File: src/rtl/scarv_cop_palu_multiplier_pkg.sv
// Shared constants for the COP packed-arithmetic multiplier.
// Holds the pack-width encodings, the lane-width-minus-one lookup and the
// multiplier state encoding. Both the multiplier and the packed adder use
// the lookup helpers, so they always agree on where lane boundaries fall.
package scarv_cop_palu_multiplier_pkg;

   // Pack-width encodings used across the COP.
   localparam logic [2:0] SCARV_COP_PW_1  = 3'b001;
   localparam logic [2:0] SCARV_COP_PW_2  = 3'b010;
   localparam logic [2:0] SCARV_COP_PW_4  = 3'b011;
   localparam logic [2:0] SCARV_COP_PW_8  = 3'b100;
   localparam logic [2:0] SCARV_COP_PW_16 = 3'b101;

   // Lane width minus one for each pack width.
   localparam logic [4:0] LW_M1_PW_1  = 5'd31;
   localparam logic [4:0] LW_M1_PW_2  = 5'd15;
   localparam logic [4:0] LW_M1_PW_4  = 5'd7;
   localparam logic [4:0] LW_M1_PW_8  = 5'd3;
   localparam logic [4:0] LW_M1_PW_16 = 5'd1;

   // Multiplier control states.
   typedef enum logic [1:0] {
      ST_IDLE = 2'd0,
      ST_RUN  = 2'd1,
      ST_DONE = 2'd2
   } mul_state_t;

   // True when the pack-width encoding names a supported lane width.
   function automatic logic pw_legal(input logic [2:0] pw);
      logic legal;
      case (pw)
         SCARV_COP_PW_1,
         SCARV_COP_PW_2,
         SCARV_COP_PW_4,
         SCARV_COP_PW_8,
         SCARV_COP_PW_16: legal = 1'b1;
         default:         legal = 1'b0;
      endcase
      return legal;
   endfunction

   // Lane width minus one. Because every lane width is a power of two this
   // value doubles as the in-lane bit mask: bit i is a lane LSB when
   // (i & mask) == 0 and a lane MSB when (i & mask) == mask. Illegal
   // encodings fall back to a single 32-bit lane.
   function automatic logic [4:0] lane_width_m1(input logic [2:0] pw);
      logic [4:0] wm1;
      case (pw)
         SCARV_COP_PW_1:  wm1 = LW_M1_PW_1;
         SCARV_COP_PW_2:  wm1 = LW_M1_PW_2;
         SCARV_COP_PW_4:  wm1 = LW_M1_PW_4;
         SCARV_COP_PW_8:  wm1 = LW_M1_PW_8;
         SCARV_COP_PW_16: wm1 = LW_M1_PW_16;
         default:         wm1 = LW_M1_PW_1;
      endcase
      return wm1;
   endfunction

endpackage

File: src/rtl/scarv_cop_palu_adder.sv
// Packed adder: adds lhs and rhs lane by lane for the given pack width.
// The carry chain is restarted from ci at every lane LSB, so no carry ever
// crosses from one lane into the next.
module scarv_cop_palu_adder
   import scarv_cop_palu_multiplier_pkg::*;
(
   input  logic [31:0] lhs,
   input  logic [31:0] rhs,
   input  logic [2:0]  pw,
   input  logic        ci,
   output logic [31:0] result
);

   logic [4:0] lane_mask;
   logic       carry;

   // Ripple-carry add across all 32 bits, reloading ci at each lane start.
   always_comb begin
      lane_mask = lane_width_m1(pw);
      carry     = ci;
      result    = '0;
      for (int i = 0; i < 32; i++) begin
         if ((5'(i) & lane_mask) == 5'd0) begin
            carry = ci;
         end
         result[i] = lhs[i] ^ rhs[i] ^ carry;
         carry     = (lhs[i] & rhs[i]) | (carry & (lhs[i] ^ rhs[i]));
      end
   end

endmodule

File: src/rtl/scarv_cop_palu_multiplier.sv
// Iterative packed (SIMD) multiplier for the COP packed-arithmetic unit.
// Each lane runs a classic shift-add multiply: the lane's {ACC, B} pair is
// a 2w-bit register, and every step adds the masked multiplicand into ACC
// then shifts the pair right by one. After w steps ACC holds the high half
// and B holds the low half of the exact lane product.
module scarv_cop_palu_multiplier
   import scarv_cop_palu_multiplier_pkg::*;
(
   input  logic        g_clk,
   input  logic        g_reset,
   input  logic        start,
   input  logic        flush,
   input  logic [31:0] rs1,
   input  logic [31:0] rs2,
   input  logic [2:0]  pw,
   input  logic        high,
   output logic        ready,
   output logic        done,
   output logic [31:0] result,
   output logic        bad_pw
);

   mul_state_t  state;
   mul_state_t  state_n;

   logic [31:0] a_q;
   logic [31:0] b_q;
   logic [31:0] acc_q;
   logic [2:0]  pw_q;
   logic        high_q;
   logic [4:0]  cnt;

   logic        load;
   logic        step;
   logic        finish;
   logic        illegal;

   logic [4:0]  lane_mask;
   logic [31:0] mcand;
   logic [31:0] sum;
   logic [31:0] sum_shr;
   logic [31:0] b_shr;
   logic [4:0]  lane_lsb;
   logic [31:0] acc_next;
   logic [31:0] b_next;

   // Multiplicand masking: every bit of A is gated by bit 0 of its own B lane.
   always_comb begin
      lane_mask = lane_width_m1(pw_q);
      mcand     = '0;
      for (int i = 0; i < 32; i++) begin
         mcand[i] = a_q[i] & b_q[5'(i) & ~lane_mask];
      end
   end

   scarv_cop_palu_adder u_adder (
      .lhs    (acc_q),
      .rhs    (mcand),
      .pw     (pw_q),
      .ci     (1'b0),
      .result (sum)
   );

   // Per-lane carry recovery and shift: the lane MSB of ACC takes the lost
   // carry-out, the lane MSB of B takes the bit shifted out of the sum's LSB.
   always_comb begin
      sum_shr  = sum >> 1;
      b_shr    = b_q >> 1;
      lane_lsb = '0;
      acc_next = '0;
      b_next   = '0;
      for (int i = 0; i < 32; i++) begin
         lane_lsb = 5'(i) & ~lane_mask;
         if ((5'(i) & lane_mask) == lane_mask) begin
            acc_next[i] = (acc_q[i] & mcand[i]) |
                          ((acc_q[i] | mcand[i]) & ~sum[i]);
            b_next[i]   = sum[lane_lsb];
         end else begin
            acc_next[i] = sum_shr[i];
            b_next[i]   = b_shr[i];
         end
      end
   end

   // Next-state and control decode. flush overrides everything except reset.
   always_comb begin
      state_n = state;
      load    = 1'b0;
      step    = 1'b0;
      illegal = 1'b0;
      if (flush) begin
         state_n = ST_IDLE;
      end else begin
         case (state)
            ST_IDLE: begin
               if (start) begin
                  if (pw_legal(pw)) begin
                     load    = 1'b1;
                     state_n = ST_RUN;
                  end else begin
                     illegal = 1'b1;
                     state_n = ST_DONE;
                  end
               end
            end
            ST_RUN: begin
               step = 1'b1;
               if (cnt == 5'd0) begin
                  state_n = ST_DONE;
               end
            end
            ST_DONE: begin
               state_n = ST_IDLE;
            end
            default: begin
               state_n = ST_IDLE;
            end
         endcase
      end
   end

   assign finish = step && (cnt == 5'd0);

   // State register and datapath registers, cleared by synchronous reset.
   always_ff @(posedge g_clk) begin
      if (g_reset) begin
         state  <= ST_IDLE;
         a_q    <= '0;
         b_q    <= '0;
         acc_q  <= '0;
         pw_q   <= '0;
         high_q <= 1'b0;
         cnt    <= '0;
         result <= '0;
         bad_pw <= 1'b0;
      end else begin
         state <= state_n;
         if (load) begin
            a_q    <= rs1;
            b_q    <= rs2;
            acc_q  <= '0;
            pw_q   <= pw;
            high_q <= high;
            cnt    <= lane_width_m1(pw);
         end
         if (step) begin
            acc_q <= acc_next;
            b_q   <= b_next;
            cnt   <= cnt - 5'd1;
         end
         if (finish) begin
            result <= high_q ? acc_next : b_next;
            bad_pw <= 1'b0;
         end
         if (illegal) begin
            result <= '0;
            bad_pw <= 1'b1;
         end
      end
   end

   assign ready = (state == ST_IDLE);
   assign done  = (state == ST_DONE) && !flush;

endmodule

File: config.mk
export PLATFORM = sky130hd
export DESIGN_NAME = scarv_cop_palu_multiplier
export DESIGN_NICKNAME = d
export VERILOG_FILES = /design/src/rtl/scarv_cop_palu_multiplier_pkg.sv /design/src/rtl/scarv_cop_palu_adder.sv /design/src/rtl/scarv_cop_palu_multiplier.sv
export SDC_FILE = /design/constraint.sdc
export NUM_CORES = 1
export LEC_CHECK = 0
export BUFFER_PORTS_ARGS = -buffer_cell sky130_fd_sc_hd__buf_2
export CORE_ASPECT_RATIO = 1.5
export CORE_MARGIN = 2
export CORE_UTILIZATION = 40
export DETAILED_ROUTE_END_ITERATION = 8
export PLACE_DENSITY = 0.63
export SYNTH_ARGS = -nofsm -noshare
export SYNTH_HDL_FRONTEND = slang
export SYNTH_SLANG_ARGS = --single-unit
File: constraint.sdc
create_clock -name g_clk -period 12.6 [get_ports g_clk]
set_input_delay 1.89 -clock g_clk [delete_from_list [all_inputs] [get_ports g_clk]]
set_output_delay 1.89 -clock g_clk [all_outputs]
set_load 0.05 [all_outputs]
* Word-level counts from Yosys, hierarchy flattened
Cells that the tools add are included.
** Storage, ports and cells
- Register bits after elaboration :: 140
- Input bits :: 72
- Output and inout bits :: 35
** Operators by class
- Add/subtract/negate cells :: 1
- Order comparisons :: 31
- Eq/ne operators :: 13
- Multiplexer cells :: 246
- Bitwise logic cells :: 316
- Reductions and logical operators :: 67
** Operator list (number)
- 1-bit 2-to-1 mux :: 181
- 5-bit zero test :: 32
- 32-bit 2-to-1 mux :: 5
- 1-bit bitwise AND :: 126
- 5-bit by 6-bit < comparator with 1-bit output (second input constant) :: 16
- 1-bit bitwise OR :: 94
- 1-bit bitwise XOR :: 63
- 1-bit binary-select mux with 3-bit select :: 20
- 4-bit by 6-bit < comparator with 1-bit output (second input constant) :: 8
- 1-bit binary-select mux with 2-bit select :: 20
- 1-bit binary-select mux with 4-bit select :: 10
- 5-bit one-hot mux with 4 select lines :: 2
- 1-bit inverter :: 32
- 3-bit zero test :: 10
- 3-bit by 6-bit < comparator with 1-bit output (second input constant) :: 4
- 2-bit zero test :: 11
- 4-bit zero test :: 5
- 3-bit by 2-bit equality test with 1-bit output (second input constant) :: 4
- 3-bit equality test (second input constant) :: 4
- 2-bit by 6-bit < comparator with 1-bit output (second input constant) :: 2
- 1-bit binary-select mux with 5-bit select :: 2
- 5-bit 2-to-1 mux :: 2
- 1-bit by 6-bit < comparator with 1-bit output (second input constant) :: 1
- 2-bit 2-to-1 mux :: 3
- 13 further kinds :: 17

* Longest topological paths before layout
- Word-level depth :: 102
- Gate-level depth with buffers :: 61

* Modules after synthesis
Synthesis repeated with hierarchy kept, for this count alone.
** Unflattened totals
- Cells, all modules :: 997
- Area, all modules :: 8167.8 µm²
** By module, submodules not included
- scarv_cop_palu_multiplier :: instances 1, cells an instance 925, area an instance 7239.4 µm², seq. area each 2802.7 µm²
- scarv_cop_palu_adder :: instances 1, cells an instance 72, area an instance 928.4 µm², seq. area each 0.0 µm²

* Worst setup path after synthesis
Ideal clock, no wire load.
- Path type :: register to register
- From :: register pw_q[1]
- To :: register result[31]
- Library setup time :: 70 ps
- Data arrival time :: 12640 ps
- Required time :: 12530 ps
- Slack :: -111 ps
- Stages on the path, launching flop included :: 61
- Period minus slack after synthesis :: 12711 ps
- Cells stage by stage :: dfxtp_1 clkbuf_1 nand3b_1 buf_2 buf_2 mux2i_1 nand2b_1 fa_1 inv_1 fa_1 nand2_1 fa_1 inv_1 fa_1 nand2_1 fa_1 inv_1 fa_1 [25 not listed] fa_1 fa_1 and2_1 fa_1 fa_1 and2_1 fa_1 fa_1 and2_1 fa_1 inv_1 fa_1 nand2b_1 fa_1 a211o_1 a21boi_0 o311ai_0 a21oi_1
** On the way
- Word-level cells in the longest chain between the ends :: 99
- Elaborated cells between the ends (all ways) :: 311
** Ends and longest elaborated chain
- start, declared :: RTL line scarv_cop_palu_multiplier.sv:29 : logic [2:0] pw_q;
- start signal, assigned :: RTL line scarv_cop_palu_multiplier.sv:142 : pw_q <= pw;
- 3-bit equality test / 3-bit by 2-bit equality test with 1-bit output (equally long branches) :: RTL line scarv_cop_palu_multiplier_pkg.sv:48 : case (pw)
- 5-bit one-hot mux with 4 select lines (*) :: RTL line scarv_cop_palu_multiplier_pkg.sv:48
- branches (longest 96 deep; another with 5-bit inverter)
- 32-bit 2-to-1 mux (*) :: RTL line scarv_cop_palu_multiplier.sv:152 : result <= high_q ? acc_next : b_next;
- end signal, assigned :: RTL line scarv_cop_palu_multiplier.sv:152
- end, declared :: RTL line scarv_cop_palu_multiplier.sv:19 : output logic [31:0] result,
Mark *: on every way between the ends. The select of a mux whose other input is x is not followed.
A chain may end at the register's enable or synchronous reset.

* Worst setup path in the final report
- From :: register b_q[0]
- To :: register b_q[31]
** On the way
- Word-level cells in the longest chain between the ends :: 98
- Elaborated cells between the ends (all ways) :: 282
** Ends and longest elaborated chain
- start, declared :: RTL line scarv_cop_palu_multiplier.sv:27 : logic [31:0] b_q;
- start signal, assigned :: RTL line scarv_cop_palu_multiplier.sv:140 : b_q <= rs2;
- start signal, assigned :: RTL line scarv_cop_palu_multiplier.sv:148 : b_q <= b_next;
- 1-bit 2-to-1 mux (not written as such) (2 in a row) :: RTL line scarv_cop_palu_multiplier.sv:52 : mcand[i] = a_q[i] & b_q[5'(i) & ~lane_mask];
- 1-bit bitwise AND :: RTL line scarv_cop_palu_multiplier.sv:52
- 1-bit bitwise XOR :: RTL line scarv_cop_palu_adder.sv:26, scarv_cop_palu_adder.sv:27
- 1-bit bitwise AND :: RTL line scarv_cop_palu_adder.sv:27 : carry = (lhs[i] & rhs[i]) | (carry & (lhs[i] ^ rhs[i]));
- 1-bit bitwise OR :: RTL line scarv_cop_palu_adder.sv:27
- 1-bit 2-to-1 mux :: RTL line scarv_cop_palu_adder.sv:23 : if ((5'(i) & lane_mask) == 5'd0) begin
- 1-bit bitwise AND :: RTL line scarv_cop_palu_adder.sv:27
- 1-bit bitwise OR :: RTL line scarv_cop_palu_adder.sv:27
- [81 not listed]
- 1-bit 2-to-1 mux :: RTL line scarv_cop_palu_adder.sv:23
- 1-bit bitwise AND :: RTL line scarv_cop_palu_adder.sv:27
- 1-bit bitwise OR :: RTL line scarv_cop_palu_adder.sv:27
- 1-bit 2-to-1 mux :: RTL line scarv_cop_palu_adder.sv:23
- 1-bit bitwise XOR :: RTL line scarv_cop_palu_adder.sv:26 : result[i] = lhs[i] ^ rhs[i] ^ carry;
- 1-bit binary-select mux with 5-bit select (*) :: RTL line scarv_cop_palu_multiplier.sv:77 : b_next[i] = sum[lane_lsb];
- 1-bit 2-to-1 mux (not written as such) (*) :: RTL line scarv_cop_palu_multiplier.sv:77
- 32-bit 2-to-1 mux (*) :: RTL line scarv_cop_palu_multiplier.sv:146 : if (step) begin
Every way passes the cells marked *; elsewhere a longest branch is shown, timed or not. The select of a mux whose other input is x is not followed.

==> impl_metrics.json <==
{
  "wl_met1_um": 9830,
  "drt-total-wl_um": 21100,
  "dpl_cell_area_mm2": 0.00806,
  "ff2ff_path_depth": 58,
  "die_w_um": 115,
  "final.setup.worst_slack_ns": 0.450,
  "fmax_mhz": 82.3,
  "worstPathArrival_ns": 12.49,
  "drc": 0,
  "antenna_found_initial": 0,
  "crit_path_frequent_cell": "fa_2",
  "grt_overflow": 0,
  "final_area_mm2": 0.00880,
  "vias": 6745,
  "syn2layout_area_growth_pct": 19.0,
  "wl_met3_um": 1130,
  "relSlewSlack": 0.194,
  "finClkSkew_ns": 0.00862,
  "synth_ff_type": "dfxtp_1",
  "final_layout_size_suffix_gt1_frac": 0.217,
  "grt_usage": 0.220,
  "grt_max_degree": 71,
  "critPathRequiredTime_ns": 12.94,
  "min_period_ns": 12.15,
  "outcome": "finished, final reports clean",
  "start_util": 0.410,
  "diodes": 0,
  "min_path_cells": 2,
  "vdd_drop_max_v": 0.0000799,
  "cap_viol_max_count": 0,
  "tritoncts": "built",
  "syn-instance-count": 920,
  "cp_num_buf_inv": 7,
  "pre_cts_slack_ns": -0.410,
  "globalplace.congestion": 0.867,
  "rows": 60,
  "internal_power_mw": 0.799,
  "worstSetupPathType": "reg2reg",
  "p_sw_frac": 0.263,
  "finalMaxSlewViolations": 0,
  "die_h_um": 171,
  "crit_slowest_cell": "fa_1",
  "p_leak_nw": 3.50,
  "worst-slew-pin-transition_ns": 1.20,
  "synth_top_area_frac": 0.379,
  "critPathMaxFanout": 4,
  "crit_cells": 58,
  "clk_pin_slew_ns": 0.06,
  "synthesis.area_mm2": 0.00739,
  "p_per_area_mw_per_mm2": 123,
  "crit_family": "adder cells",
  "synth.distinct_cells": 55,
  "yosysSeqAreaShare": 0.379,
  "synth-edff-count": 0,
  "ys_ff_latch": 140,
  "core_area_mm2": 0.0180,
  "cts_hold_buffers": 0,
  "numCtsBuffers": 17,
  "io_pins": 107,
  "hp-class": "reg2reg",
  "timing.final.crit_share": 0.964,
  "seqPwrFrac": 0.434,
  "grt_pass1_vias": 6348,
  "setup_viol": 0,
  "grt_pass1_wl_um": 33700,
  "dieArea_mm2": 0.0196,
  "cts_root_buf": "clkbuf_16",
  "fin_nets": 1111,
  "max_stage_delay_ns": 0.43,
  "ys_warn_count": 0,
  "end_kind": "flop",
  "synthArstFlopShare": 0,
  "cp-start-kind": "flop",
  "cts_buffer_depth": 2,
  "clkSinkCount": 140,
  "postSynthAreaPerCell_um2": 8.04,
  "routed.top_layer": "met4",
  "drtIter0Drc": 447,
  "multi_input_area_mm2": 0.00429,
  "met2WireLength_um": 9720,
  "routed_via_density": 5.47,
  "post-dp-hpwl_um": 14400,
  "place.port_buffers": 106,
  "synth_fp_nets": 1028,
  "fillCellCount": 1800,
  "p_sw_mw": 0.285,
  "regArea_mm2": 0.00280,
  "yosysMostFrequentCell": "nand2_1",
  "ant_nets": 0,
  "pwr-share-comb": 0.109,
  "synth_common_cells": "160 x nand2_1, 140 x dfxtp_1, 121 x nor2_1",
  "final_hold_viol_count": 0,
  "clock_latency_ns": 0.43,
  "drt_pass1_iterations": 5,
  "wl_per_cell_um": 17.2,
  "synth_top_area_cell": "dfxtp_1",
  "synth_area_leaders": "dfxtp_1 38%, fa_1 8.4%, nand2_1 8.1%",
  "clockPowerShare": 0.456,
  "htree_levels": 4
}
logic make-up (layout without fill, tap and decap cells):
| group | after synthesis | after routing | share of synthesized area |
|---|---|---|---|
| adders and majority gates | 36 | 36 | 0.0924 |
| muxes | 47 | 47 | 0.0640 |
| DFF | 140 | 140 | 0.379 |
| buffers and inverters | 102 | 197 | 0.0575 |
| AOI/OAI and AO/OA | 201 | 201 | 0.170 |
| xor gates and xnor gates | 1 | 1 | 0.00118 |
| and+or+nand+nor | 393 | 393 | 0.236 |
cell usage in the layout (no fill, tap or decap), drive strengths merged, types with 3 or more instances in the layout:
master / instances
a31oi: 14
nor4: 15
buf: 136
clkbuf: 23
nand2b: 14
nor2: 122
o211ai: 5
a22oi: 10
nor3b: 4
a211oi: 25
o22ai: 8
inv: 29
o211a: 3
nor2b: 12
nor3: 9
nand3: 28
dfxtp: 140
a21oi: 94
a2111oi: 3
a221oi: 5
nand2: 160
mux2i: 45
fa: 31
and2: 17
ha: 5
o21ai: 18
nand3b: 3
and3: 3
clkinv: 6
worst register-to-register path, delay by kind of cell (launching register included):
| family | cells | cell delay, ns |
|---|---|---|
| and+or+nand+nor | 18 | 2.17 |
| adders and majority gates | 31 | 8.75 |
| AOI/OAI and AO/OA | 2 | 0.42 |
| DFF | 1 | 0.33 |
| buffers and inverters | 7 | 0.38 |
through the flow:
stage | utilization | hold WS, ns | setup TNS, ns | total power [mW] | instances
floorplan | - | 0.432 | 0 | 0.558 | 920
global placement | 0.448 | 0.439 | -0.296 | 0.596 | 1194
detailed placement | 0.448 | 0.442 | -0.887 | 0.597 | 1194
CTS | 0.481 | 0.450 | 0 | 1.09 | 1225
global route | 0.488 | 0.454 | -0.0470 | 1.12 | 1232
finish | 0.488 | 0.446 | 0 | 1.08 | 1232
flip-flops by register name (all words and copies together), names as in the netlist:
register  count
a_q          32
acc_q        32
b_q          32
bad_pw        1
cnt           5
high_q        1
pw_q          3
result       32
state         2
per-layer routing:
metal,track usage,vias to the layer above
li1,-,3291
met1,0.305,3195
met2,0.341,223
met3,0.0379,36
met4,0.0833,0
met5,0,-
worst paths after layout:
check	start	slack [ns]	endpoint
max	b_q[0]	0.45	b_q[31]
min	result[10]	0.45	result[10]
min reg2reg	result[10]	0.45	result[10]
max reg2reg	b_q[0]	0.45	b_q[31]
power groups by stage:
stage / clock network, mW / registers [mW] / logic [mW]
after floorplan: 0 / 0.481 / 0.0767
after global placement: 0 / 0.480 / 0.116
after detailed placement: 0 / 0.480 / 0.117
after CTS: 0.499 / 0.471 / 0.118
after global routing: 0.515 / 0.473 / 0.131
final: 0.495 / 0.471 / 0.119
final cells by class:
cell class,instances,share of cell area
Multi-Input combinational cell,678,0.488
Sequential cell,140,0.319
Timing Repair Buffer,136,0.0862
Clock buffer,23,0.0532
Tap cell,217,0.0309
Inverter,30,0.0128
Clock inverter,8,0.0105
timing repair:
action,in CTS,in global routing
setup endpoints to repair,6,7
gates resized for setup,18,27
buffers inserted,0,7
gates cloned,0,0
pin swaps,5,10
hold endpoints to repair,0,0
No activity file was read; power rests on OpenSTA's default activity.
